### config.mk
export PLATFORM = sky130hd
export DESIGN_NAME = mmio_ctrl
export DESIGN_NICKNAME = d
export VERILOG_FILES = /design/src/rtl/mmio_ctrl_pkg.sv /design/src/rtl/mmio_byte_buf.sv /design/src/rtl/mmio_ctrl.sv
export SDC_FILE = /design/constraint.sdc
export NUM_CORES = 1
export LEC_CHECK = 0
export BUFFER_PORTS_ARGS = -buffer_cell sky130_fd_sc_hd__buf_4
export CELL_PAD_IN_SITES_DETAIL_PLACEMENT = 1
export CELL_PAD_IN_SITES_GLOBAL_PLACEMENT = 2
export CORE_MARGIN = 5
export CORE_UTILIZATION = 30
export DETAILED_ROUTE_END_ITERATION = 8
export PLACE_DENSITY = 0.8
export SLEW_MARGIN = 20
export SYNTH_ARGS = -nofsm -noshare
export SYNTH_HDL_FRONTEND = slang
export SYNTH_SLANG_ARGS = --single-unit
export TNS_END_PERCENT = 50
### constraint.sdc
create_clock -name clk -period 3.8 [get_ports clk]
set_clock_uncertainty 0.1 [all_clocks]
set_input_delay 0.95 -clock clk [delete_from_list [all_inputs] [get_ports clk]]
set_output_delay 0.95 -clock clk [all_outputs]
set_load 0.05 [all_outputs]
### src/rtl/mmio_ctrl_pkg.sv
// -----------------------------------------------------------------------------
// mmio_ctrl_pkg
// Shared constants for the Riscv151 memory-mapped I/O region: the region base,
// the register offsets within it, and the one-entry buffer state encoding.
// Imported by the core's address decode and by the MMIO controller.
// -----------------------------------------------------------------------------
package mmio_ctrl_pkg;

  localparam logic [31:0] IO_BASE = 32'h8000_0000;

  // Offsets are compared against addr[27:0], so anything not listed here
  // (including misaligned offsets) is an unmapped I/O location.
  localparam logic [27:0] MMIO_UART_CTRL = 28'h000_0000;
  localparam logic [27:0] MMIO_UART_RX   = 28'h000_0004;
  localparam logic [27:0] MMIO_UART_TX   = 28'h000_0008;
  localparam logic [27:0] MMIO_CYCLE_CNT = 28'h000_0010;
  localparam logic [27:0] MMIO_INST_CNT  = 28'h000_0014;
  localparam logic [27:0] MMIO_CNT_RST   = 28'h000_0018;

  typedef enum logic {
    BUF_EMPTY = 1'b0,
    BUF_FULL  = 1'b1
  } buf_state_e;

endpackage

### src/rtl/mmio_byte_buf.sv
// -----------------------------------------------------------------------------
// mmio_byte_buf
// One-entry, 8-bit valid/ready holding buffer.
//   clk, rst : clock, asynchronous active-high reset
//   push     : offer a byte; accepted only while EMPTY
//   wr_data  : byte captured on an accepted push
//   pop      : release the byte; effective only while FULL
//   full     : buffer holds a byte (valid toward the consumer)
//   data     : held byte (stale after a pop, 0 after reset)
// Push and pop are both judged against the pre-edge state, so a push while
// FULL is dropped even when the pop completes on that same edge.
// -----------------------------------------------------------------------------
module mmio_byte_buf
  import mmio_ctrl_pkg::*;
(
  input  logic       clk,
  input  logic       rst,
  input  logic       push,
  input  logic [7:0] wr_data,
  input  logic       pop,
  output logic       full,
  output logic [7:0] data
);

  buf_state_e state;
  buf_state_e state_next;
  logic       accept;

  assign full   = (state == BUF_FULL);
  assign accept = push && (state == BUF_EMPTY);

  // NOTE: sequential state uses non-blocking assignments so every flop
  // samples pre-edge values regardless of process ordering.
  always_ff @(posedge clk or posedge rst) begin
    if (rst) state <= BUF_EMPTY;
    else     state <= state_next;
  end

  // NOTE: state_next gets a default before the case so no path leaves it
  // unassigned, which would otherwise infer a latch.
  always_comb begin
    state_next = state;
    unique case (state)
      BUF_EMPTY: if (push) state_next = BUF_FULL;
      BUF_FULL:  if (pop)  state_next = BUF_EMPTY;
      default:             state_next = BUF_EMPTY;
    endcase
  end

  // NOTE: the data byte is reset even though it is only meaningful while
  // FULL, because the tx byte is a visible output with a defined reset value.
  always_ff @(posedge clk or posedge rst) begin
    if (rst)         data <= 8'h00;
    else if (accept) data <= wr_data;
  end

endmodule

### src/rtl/mmio_ctrl.sv
// -----------------------------------------------------------------------------
// mmio_ctrl
// Memory-mapped I/O controller beside the data memory of the Riscv151 core.
// Decodes I/O-region accesses, buffers one UART rx and one UART tx byte, and
// keeps the cycle and retired-instruction counters. Read data is registered so
// it lines up with synchronous dmem read data in the writeback mux.
//   clk, rst           : clock, asynchronous active-high reset
//   addr, wdata, we, re: data-port access from the execute stage
//   io_sel             : combinational I/O region decode of addr
//   rdata              : registered read data, valid the cycle after re
//   inst_retired       : one pulse per retired instruction
//   uart_rx_*          : receiver -> controller valid/ready byte stream
//   uart_tx_*          : controller -> transmitter valid/ready byte stream
// -----------------------------------------------------------------------------
module mmio_ctrl
  import mmio_ctrl_pkg::*;
(
  input  logic        clk,
  input  logic        rst,
  input  logic [31:0] addr,
  input  logic [31:0] wdata,
  input  logic [3:0]  we,
  input  logic        re,
  output logic        io_sel,
  output logic [31:0] rdata,
  input  logic        inst_retired,
  input  logic [7:0]  uart_rx_data,
  input  logic        uart_rx_valid,
  output logic        uart_rx_ready,
  output logic [7:0]  uart_tx_data,
  output logic        uart_tx_valid,
  input  logic        uart_tx_ready
);

  logic [27:0] io_off;
  logic        rd_hit;
  logic        wr_hit;
  logic        rx_pop;
  logic        tx_push;
  logic        cnt_clr;
  logic        rx_full;
  logic        tx_full;
  logic [7:0]  rx_byte;
  logic [31:0] cycle_cnt;
  logic [31:0] inst_cnt;
  logic [31:0] rdata_next;
  logic        unused_wdata;

  assign io_sel = (addr[31:28] == IO_BASE[31:28]);
  assign io_off = addr[27:0];
  assign rd_hit = re && io_sel;
  assign wr_hit = (we != 4'b0000) && io_sel;

  assign rx_pop  = rd_hit && (io_off == MMIO_UART_RX);
  assign tx_push = wr_hit && (io_off == MMIO_UART_TX);
  assign cnt_clr = wr_hit && (io_off == MMIO_CNT_RST);

  // Only the low byte of store data reaches the tx buffer.
  assign unused_wdata = ^wdata[31:8];

  mmio_byte_buf u_rx_buf (
    .clk     (clk),
    .rst     (rst),
    .push    (uart_rx_valid),
    .wr_data (uart_rx_data),
    .pop     (rx_pop),
    .full    (rx_full),
    .data    (rx_byte)
  );

  mmio_byte_buf u_tx_buf (
    .clk     (clk),
    .rst     (rst),
    .push    (tx_push),
    .wr_data (wdata[7:0]),
    .pop     (uart_tx_ready),
    .full    (tx_full),
    .data    (uart_tx_data)
  );

  // Both stream outputs come straight from buffer flops, so neither
  // handshake input has a combinational path to an output.
  assign uart_rx_ready = ~rx_full;
  assign uart_tx_valid = tx_full;

  always_ff @(posedge clk or posedge rst) begin
    if (rst) begin
      cycle_cnt <= 32'h0;
      inst_cnt  <= 32'h0;
    end else if (cnt_clr) begin
      cycle_cnt <= 32'h0;
      inst_cnt  <= 32'h0;
    end else begin
      cycle_cnt <= cycle_cnt + 32'd1;
      inst_cnt  <= inst_cnt + {31'b0, inst_retired};
    end
  end

  // Non-I/O accesses and idle cycles register 0, so rdata only carries data
  // on the cycle after an I/O read.
  always_comb begin
    rdata_next = 32'h0;
    if (rd_hit) begin
      unique case (io_off)
        MMIO_UART_CTRL: rdata_next = {30'b0, rx_full, ~tx_full};
        MMIO_UART_RX:   rdata_next = {24'b0, rx_byte};
        MMIO_CYCLE_CNT: rdata_next = cycle_cnt;
        MMIO_INST_CNT:  rdata_next = inst_cnt;
        default:        rdata_next = 32'h0;
      endcase
    end
  end

  always_ff @(posedge clk or posedge rst) begin
    if (rst) rdata <= 32'h0;
    else     rdata <= rdata_next;
  end

endmodule

==> flow_metrics.env <==
export IMPL_drc_errors=0
export IMPL_critPathKind="in -> reg"
export IMPL_seq_area_um2=2850
export IMPL_ys_ff_latch=114
export IMPL_clk_pin_slew_ps=50
export IMPL_period_needed_ps=2970
export IMPL_min_path_type="reg -> reg"
export IMPL_worst_r2r_cell_count=5
export IMPL_p_per_area_nw_per_um2=472
export IMPL_timing_final_crit_share_pct=78.2
export IMPL_drt_antenna_violating_nets=0
export IMPL_start_util_pct=30.5
export IMPL_wl_mm=14.0
export IMPL_io_pins=125
export IMPL_cts_sinks=114
export IMPL_worstMarginPinSlew_ps=1000
export IMPL_antenna_found_initial=0
export IMPL_clkLatencyLatePin_ps=410
export IMPL_maxSlewViolCount=0
export IMPL_drt_iter0_markers=190
export IMPL_die_x_um=143
export IMPL_syn_area_um2=5280
export IMPL_status="completed"
export IMPL_r2r_slack_ps=1490
export IMPL_hold_buffers=0
export IMPL_end_kind="register"
export IMPL_cts_tree="built"
export IMPL_crit_path_cell_trace="buf_4, or4_1, nor4_2, nand4_1, nand4b_1, mux2_2"
export IMPL_worstPathMaxFanout=9
export IMPL_hold_slack_ps=406
export IMPL_timing_rr_start="cycle_cnt[2]$_DFF_PP0_"
export IMPL_cp_required_ps=3990
export IMPL_overflow=0
export IMPL_drtPass1Iterations=4
export IMPL_hold_viol=0
export IMPL_slowest_stage="or4_1"
export IMPL_worst_path_largest_cell_delay_ps=530
export IMPL_grt_usage_pct=14.4
export IMPL_ctsLongestPathBuffers=2
export IMPL_min_to="u_tx_buf.data[1]$_DFFE_PP0P_"
export IMPL_setup_viol=0
export IMPL_r2r_end="cycle_cnt[26]$_DFF_PP0_"
export IMPL_rsz0062_at_grt="no"
export IMPL_grt_max_degree=115
export IMPL_finalWeightedCongestion=0.733
export IMPL_diodes=0
export IMPL_crit_family="simple AND/OR/NAND/NOR gates"
export IMPL_synthCells=505
export IMPL_core_area_um2=17300
export IMPL_grt_pass1_vias=4471
export IMPL_ys_warn_count=0
export IMPL_fin_setup_tns_ps=0
export IMPL_setup_slack_ps=829
export IMPL_hold_path_depth=1
export IMPL_via_per_inst=4.89
export IMPL_cts_made_buffers=17
export IMPL_syn_nets=590
export IMPL_max_freq_ghz=0.337
export IMPL_io_buffers=100
export IMPL_fin_nets=695
export IMPL_die_h_um=143
export IMPL_fp_row_count=48
export IMPL_grt_pass1_wl_mm=23.2
export IMPL_cap_violations=0
export IMPL_h_tree_depth=4
export IMPL_dieArea_um2=20300
export IMPL_dp_hpwl_mm=9.69
export IMPL_yosysSeqAreaShare_pct=54.1
export IMPL_path_buf_inv=1
export IMPL_setup_worst_path_start_class="input port"
export IMPL_p_leak_nw=3.28
export IMPL_postCtsSetupBuffers=0
export IMPL_dp_slack_ps=399
export IMPL_wl_per_cell_um=16.6
export IMPL_area_growth_pct=31.7
export IMPL_ir_worst_vdd_mv=0.346
export IMPL_relSlewSlack_pct=33.0
export IMPL_cts_resized=0
export IMPL_clockRootBuffer="clkbuf_16"
export IMPL_fill_cells=1931
export IMPL_worstHoldStart="u_tx_buf.data[1]$_DFFE_PP0P_"
export IMPL_syn_avg_cell_area_um2=10.4
export IMPL_arrival_ps=3160
export IMPL_drive_above_1_share_pct=25.2
export IMPL_num_vias=4150
export IMPL_multi_input_area_um2=2320
export IMPL_synth_cell_types=33
## synthesized netlist by cell type
master	instances	area, µm²
nor3_1	10	50.1
and3b_1	1	8.76
dfrtp_1	114	2850
and3_1	11	68.8
mux2_2	16	180
nand3_1	23	115
clkinv_1	1	3.75
xor2_1	39	342
o22a_1	1	8.76
nor4b_4	1	23.8
mux2i_1	32	320
or4_1	3	22.5
nor4_2	1	12.5
nor4_1	7	43.8
or2_2	1	6.26
or3_1	1	6.26
and2_1	2	12.5
clkbuf_1	10	37.5
and4_1	6	52.6
xnor2_1	20	175
buf_2	6	30.0
nand2b_1	1	6.26
nand4b_1	3	26.3
nor4b_1	3	26.3
nor2b_1	5	31.3
nand2_1	25	93.8
ha_1	3	37.5
buf_1	4	15.0
nand4_1	27	169
a21oi_1	9	45.0
nor2_1	108	405
o21ai_0	4	20.0
inv_1	7	26.3
## metrics by stage
stage / instances / util (%) / total power, mW / cell area [µm²]
2_1_floorplan: 505 / - / 1.47 / 5290
3_3_place_gp: 816 / 36.5 / 1.55 / 6300
3_5_place_dp: 816 / 36.5 / 1.57 / 6300
4_1_cts: 848 / 40.2 / 3.32 / 6950
5_1_grt: 848 / 40.2 / 3.42 / 6950
6_report: 848 / 40.2 / 3.28 / 6950
## placed cells by master (no fill, tap or decap), drive strengths merged, types with 2 or more instances in the layout
cell type	synthesis	layout
a21oi	9	9
and2	2	2
and3	11	11
and4	6	6
buf	10	106
bufinv	0	5
clkbuf	10	21
clkinv	1	6
clkinvlp	0	2
dfrtp	114	114
ha	3	3
inv	7	6
mux2	16	16
mux2i	32	32
nand2	25	25
nand3	23	23
nand4	27	27
nand4b	3	3
nor2	108	108
nor2b	5	5
nor3	10	10
nor4	8	8
nor4b	4	4
o21ai	4	4
or4	3	3
xnor2	20	20
xor2	39	39
## worst max-delay path by stage
stage,to,cells after the start,from,slack [ps]
after floorplan,u_tx_buf.data[0]$_DFFE_PP0P_,4,addr[28],440
after global placement,u_tx_buf.data[2]$_DFFE_PP0P_,6,addr[13],470
after detailed placement,u_tx_buf.data[6]$_DFFE_PP0P_,6,addr[13],400
after CTS,u_tx_buf.data[6]$_DFFE_PP0P_,6,addr[13],830
after global routing,u_tx_buf.data[6]$_DFFE_PP0P_,6,addr[13],690
final,u_tx_buf.data[6]$_DFFE_PP0P_,6,addr[13],830
## metal layers
metal  up-vias  track usage, %  part of all wire (%)
met5         -               0                     0
met4         0            5.45                   1.8
met3        17            2.92                   3.5
met2        63            24.6                    50
met1      2128            18.1                    44
li1       1942               -                     -
## report_power, final
group	switching [mW]	internal [mW]
clock	0.542	1.19
combinational	0.108	0.112
sequential	0.0623	1.26
total	0.712	2.57
## state kept, by name, indices dropped and copies added, names as in the netlist
signal / cells
u_tx_buf.data: 8
u_rx_buf.full: 1
inst_cnt: 32
rdata: 32
u_tx_buf.full: 1
u_rx_buf.data: 8
cycle_cnt: 32
## area by class of cell
| type | instances | share of cell area, % |
|---|---|---|
| Clock buffer | 21 | 6.63 |
| Clock inverter | 11 | 2.63 |
| Inverter | 8 | 0.486 |
| Multi-Input combinational cell | 363 | 33.3 |
| Sequential cell | 114 | 41.1 |
| Tap cell | 225 | 4.05 |
| Timing Repair Buffer | 106 | 11.8 |
## kinds of logic (layout without fill, tap and decap cells)
logic type | Yosys count | count (layout) | synth area share [%]
and+or+nand+nor | 239 | 239 | 22.4
DFF | 114 | 114 | 54.1
xor gates and xnor gates | 59 | 59 | 9.80
muxes | 48 | 48 | 9.49
buffers and inverters | 28 | 146 | 2.13
AOI/OAI and AO/OA | 14 | 14 | 1.40
adders and majority gates | 3 | 3 | 0.712
(Power assumes the default switching activity.)
